File: src/rtl/fe_pow_ctrl.sv
// Constant-time left-to-right square-and-multiply sequencer for GF(2^255-19).
// Drives one shared field multiplier; two multiplications per exponent bit regardless of exp.
//
// state    | meaning
// FLUSH    | post-reset drain of stale multiplier completions
// IDLE     | waiting for start
// SQ_ISSUE | pulse mul_start for acc*acc
// SQ_WAIT  | wait for the square
// MU_ISSUE | pulse mul_start for acc*b_r
// MU_WAIT  | wait for the multiply, keep or discard on e_r[idx]
// FIN      | done pulse, result valid
module fe_pow_ctrl #(
    parameter int EBITS = 255,
    parameter int DRAIN = 48
) (
    input  logic             clock,
    input  logic             reset_n,
    input  logic             start,
    input  logic [254:0]     base,
    input  logic [EBITS-1:0] exp,
    output logic             busy,
    output logic             done,
    output logic [254:0]     result,
    output logic             mul_start,
    output logic [254:0]     mul_a,
    output logic [254:0]     mul_b,
    input  logic             mul_done,
    input  logic [254:0]     mul_out
);

    localparam int IW = (EBITS > 1) ? $clog2(EBITS) : 1;
    localparam int DW = $clog2(DRAIN + 2);

    typedef enum logic [2:0] {
        FLUSH, IDLE, SQ_ISSUE, SQ_WAIT, MU_ISSUE, MU_WAIT, FIN
    } state_t;

    state_t           state, state_nxt;
    logic [DW-1:0]    drain_cnt, drain_nxt;
    logic [254:0]     acc, acc_nxt;
    logic [254:0]     b_r, b_nxt;
    logic [EBITS-1:0] e_r, e_nxt;
    logic [IW-1:0]    idx, idx_nxt;
    logic [254:0]     result_nxt;
    logic [254:0]     mu_sel;

    // The product is always computed; the exponent bit only steers a mux.
    assign mu_sel = e_r[idx] ? mul_out : acc;
    assign busy   = (state != IDLE);
    assign done   = (state == FIN);

    always_comb begin
        state_nxt  = state;
        drain_nxt  = drain_cnt;
        acc_nxt    = acc;
        b_nxt      = b_r;
        e_nxt      = e_r;
        idx_nxt    = idx;
        result_nxt = result;
        mul_start  = 1'b0;
        mul_a      = '0;
        mul_b      = '0;
        case (state)
            FLUSH: begin
                if (drain_cnt != '0) drain_nxt = drain_cnt - DW'(1);
                if (drain_cnt <= DW'(1)) state_nxt = IDLE;
            end
            IDLE: begin
                if (start) begin
                    b_nxt     = base;
                    e_nxt     = exp;
                    acc_nxt   = 255'd1;
                    idx_nxt   = IW'(EBITS - 1);
                    state_nxt = SQ_ISSUE;
                end
            end
            SQ_ISSUE: begin
                mul_start = 1'b1;
                mul_a     = acc;
                mul_b     = acc;
                state_nxt = SQ_WAIT;
            end
            SQ_WAIT: begin
                mul_a = acc;
                mul_b = acc;
                if (mul_done) begin
                    acc_nxt   = mul_out;
                    state_nxt = MU_ISSUE;
                end
            end
            MU_ISSUE: begin
                mul_start = 1'b1;
                mul_a     = acc;
                mul_b     = b_r;
                state_nxt = MU_WAIT;
            end
            MU_WAIT: begin
                mul_a = acc;
                mul_b = b_r;
                if (mul_done) begin
                    acc_nxt = mu_sel;
                    if (idx == '0) begin
                        // Loaded on entry to FIN so result is valid while done is high.
                        result_nxt = mu_sel;
                        state_nxt  = FIN;
                    end else begin
                        idx_nxt   = idx - IW'(1);
                        state_nxt = SQ_ISSUE;
                    end
                end
            end
            FIN: begin
                state_nxt = IDLE;
            end
            default: begin
                state_nxt = FLUSH;
            end
        endcase
    end

    always_ff @(posedge clock or negedge reset_n) begin
        if (!reset_n) begin
            state     <= FLUSH;
            drain_cnt <= DW'(DRAIN);
            acc       <= '0;
            b_r       <= '0;
            e_r       <= '0;
            idx       <= '0;
            result    <= '0;
        end else begin
            state     <= state_nxt;
            drain_cnt <= drain_nxt;
            acc       <= acc_nxt;
            b_r       <= b_nxt;
            e_r       <= e_nxt;
            idx       <= idx_nxt;
            result    <= result_nxt;
        end
    end

endmodule

File: config.mk
export PLATFORM = sky130hd
export DESIGN_NAME = fe_pow_ctrl
export DESIGN_NICKNAME = d
export VERILOG_FILES = /design/src/rtl/fe_pow_ctrl.sv
export SDC_FILE = /design/constraint.sdc
export NUM_CORES = 2
export LEC_CHECK = 0
export CORE_AREA = 2 2 592 594
export CTS_BUF_LIST = sky130_fd_sc_hd__clkbuf_16
export DETAILED_ROUTE_END_ITERATION = 8
export DIE_AREA = 0 0 594 596
export PLACE_DENSITY = 0.42
export SYNTH_ARGS = -nofsm -noshare
export SYNTH_HDL_FRONTEND = slang
export SYNTH_SLANG_ARGS = --single-unit
File: constraint.sdc
create_clock -name clock -period 3.46 [get_ports clock]
set_input_delay 1.038 -clock clock [delete_from_list [all_inputs] [get_ports clock]]
set_output_delay 1.038 -clock clock [all_outputs]
set_load 0.01 [all_outputs]
==> results.md <==
* Die height at 596 um
* Pwr dens at 907.2 nW/um2
* Place WS at -0.3907 ns
* Die area at 354,000 um2
* Syn Inst Count at 5,575
* Final GP Congestion at 0.8891
* Synth Flop Type: dfrtp_1
* P_leak at 0.03648 uW
* Wire per inst at 28.02 um
* Met2 GRT Util at 29.92%
* Final setup viols at 876
* Final net count at 8,233
* Sw frac at 44.23%
* Max-slew violations at 0
* Post-synth top cells: nand2_1 (1,811), dfrtp_1 (1,035), nor2_1 (520)
* Distinct cells, synth at 59
* Vias per cell at 4.138
* Final Non-Filler Cells at 12,211
* Slew @ Worst Pin at 1.013 ns
* Final Hold Viols at 0
* Drt pass-1 iters at 6
* Congestion Overflow GR at 0
* Clock Skew at 0.07810 ns
* Slowest CP cell: clkdlybuf4s50_1
* Worst Path Required at 2.42 ns
* Layout cell share with drive strength beyond 1 at 20.52%
* Peak VDD IR at 0.4754 mV
* Maximum root-to-sink buffer count at 4
* Routed Wire Length at 342,100 um
* Post-synth top area share at 54.19%
* EDFF count, synth at 0
* Switching power at 32,900 uW
* Final ANT Viol Nets at 0
* Worst-Skew Late Latency at 0.86 ns
* Met1 usage at 20.48%
* Post-synthesis sequential area ratio at 54.30%
* Core ar. at 347,800 um2
* # clock sinks at 1,037
* CTS root buf: clkbuf_16
* CTS tree: yes
* Inst Count DP at 11,648
* First-pass GRT wire length at 428,300 um
* Post-layout minimum cycle time at 3.891 ns
* Critical path type: reg -> out
* Initial antenna violation count at 89
* RSZ-0062 raised after global routing: yes
* Mapped Avg Cell Area at 8.573 um2
* Synth async-reset ratio at 100.0%
* Area Overhead vs Synth at 71.59%
* Depth of the CTS H-tree at 4
* Yosys warns at 0
* WHS at 0.2912 ns
* Fin worst setup slack at -0.4310 ns
* Final period util at 112.5%
* Arrival @ worst endpoint at 2.85 ns
* Sequential group share of total power at 25.4%
* Grt peak-use layer: met2
* CP Cell Sequence: buf_4 > nand2b_4 > buf_6 > buf_16 > o21ai_0 > clkdlybuf4s50_1
* Initial core utilization at 13.74%
* Max incr delay on CP at 0.58 ns
* Global Route Usage Sum at 17.26%
* Fmax at 0.2570 GHz
* Largest net degree at the start of global routing at 99
* Post-Syn Area at 47,790 um2
* Iteration-0 DRC Markers at 3,872
* M3 GR Usage at 4.489%
* Most common cell in the netlist: nand2_1
* DRC viols at 0
* Synth Register Bits at 1,037
* Synth Net Count at 6,349
* Die W at 594 um
* Clock share of power at 19.1%
* CP max FO at 36
* Vias in the first global route at 49,969
* Worst setup SP type: register
* Port Buffers at 1,536
* Internal at 41,490 uW
* Vias at 50,525
* Hold_buf cts at 0
* Hold Path Class: in -> async
* Fillers at 37,910
* Combinational share of power at 55.5%
* Synth area leader: dfrtp_1
* Clk slew on worst S/H paths at 0.05 ns
* Worst slew margin at 32.48%
* Status: finished with violations
* Failing checks: negative setup slack
* # IOs at 1,537
* Kind of end point of the critical path: output port
* DP HPWL at 254,200 um
* Max-cap violations at 0
* Top post-synthesis cells by area: dfrtp_1 (54%), nand2_1 (14%), o21ai_0 (5.4%), o2bb2ai_1 (4.5%), nor2_1 (4.1%)
* Num rows at 217
* Num CTS Buffers at 141
-- state kept, by name (all words and copies together), names as in the netlist --
register / count
drain_cnt: 6
idx: 8
e_r: 255
acc: 255
result: 255
state: 3
b_r: 255
-- placed cells by master, fill, tap and decap left out, drive strengths merged, types with 6 or more instances in the layout --
cell           Yosys  final
nand2           1811   1811
dfrtp           1035   1035
clkdlybuf4s50      0   1073
dlygate4sd2        0     91
a22o               6      6
bufinv             0      7
clkinv             1     56
o221ai             6      6
buf               86    840
nand2b             6      6
nor2             520    520
mux4              50     50
diode              0     54
xnor2              6      6
nor3               8      8
clkdlybuf4s15      0     36
a211o              8      8
mux2i             22     22
a31oi            257    257
dlymetal6s2s       0     49
clkbuf           368    250
o2bb2ai          254    254
inv              264    295
nand3            264    264
o21ai            517    517
mux2              10     10
-- metal layers --
metal / routed length (um) / share of wire [%]
met4: 14090 / 4.1
met2: 168400 / 49
met5: 259 / 0.076
met3: 23480 / 6.9
met1: 135900 / 40
-- worst max-delay path, delay by kind of cell (launching register included) --
family                 cells  cell delay [ns]
DFF                        1             0.41
and+or+nand+nor            1             0.16
AOI/OAI and AO/OA          1             0.29
buffers and inverters      4             1.04
-- cell families (layout without fill, tap and decap cells) --
group / count (synthesis) / after routing / share of synthesized area (%)
xor gates and xnor gates: 10 / 10 / 0.1832
muxes: 82 / 82 / 3.052
adders and majority gates: 5 / 5 / 0.1309
and+or+nand+nor: 2634 / 2634 / 21.61
other: 0 / 54 / 0
AOI/OAI and AO/OA: 1088 / 1088 / 14.61
DFF: 1037 / 1037 / 54.30
buffers and inverters: 719 / 2702 / 6.110
-- layout make-up --
cell class | count | area (um2) | area share [%]
clock buffers | 144 | 3603 | 4.394
flip-flops and latches | 1037 | 25960 | 31.65
clock inverters | 98 | 716.9 | 0.8742
inverters | 265 | 994.7 | 1.213
well taps | 4599 | 5754 | 7.016
repair buffers | 2195 | 23370 | 28.49
multi-input cells | 3819 | 21480 | 26.19
diodes | 54 | 135.1 | 0.1648
-- path summary, 6_finish.rpt --
check                      startpoint         to  slack, ns  depth (start not counted)
setup / recovery             state[1]  mul_b[81]      -0.43                          6
min in group clock            e_r[14]    e_r[14]       0.47                          2
hold reg to reg               e_r[14]    e_r[14]       0.47                          2
hold / removal                reset_n   b_r[246]       0.29                          1
max in group asynchronous     reset_n    acc[91]       2.06                          3
setup reg to reg               idx[0]   acc[157]      -0.27                         14
-- power by group through the flow --
stage / clock network [uW] / registers [uW] / logic [uW]
6_report: 14200 / 18900 / 41300
5_1_grt: 15100 / 19400 / 43800
4_1_cts: 14600 / 18900 / 33500
3_5_place_dp: 0 / 19100 / 31800
3_3_place_gp: 0 / 19000 / 31600
2_1_floorplan: 0 / 18100 / 14800
-- stage by stage --
stage / area [um2] / util [%] / power [uW] / TNS [ns]
6_report: 82010 / 23.58 / 74400 / -146.80
5_1_grt: 81960 / 23.57 / 78260 / -241.02
4_1_cts: 76490 / 21.99 / 66960 / -324.35
3_5_place_dp: 71480 / 20.55 / 50860 / -105.70
3_3_place_gp: 71480 / 20.55 / 50550 / -112.67
2_1_floorplan: 47790 / - / 32880 / 0
-- repair_timing --
action | 4_1_cts | 5_1_grt
cloned | 10 | 75
buffers inserted | 28 | 161
endpoints found under the setup margin | 1014 | 1018
pin swaps | 7 | 144
gates resized for setup | 677 | 1208
Note: power is estimated with default switching activity, not from simulation.
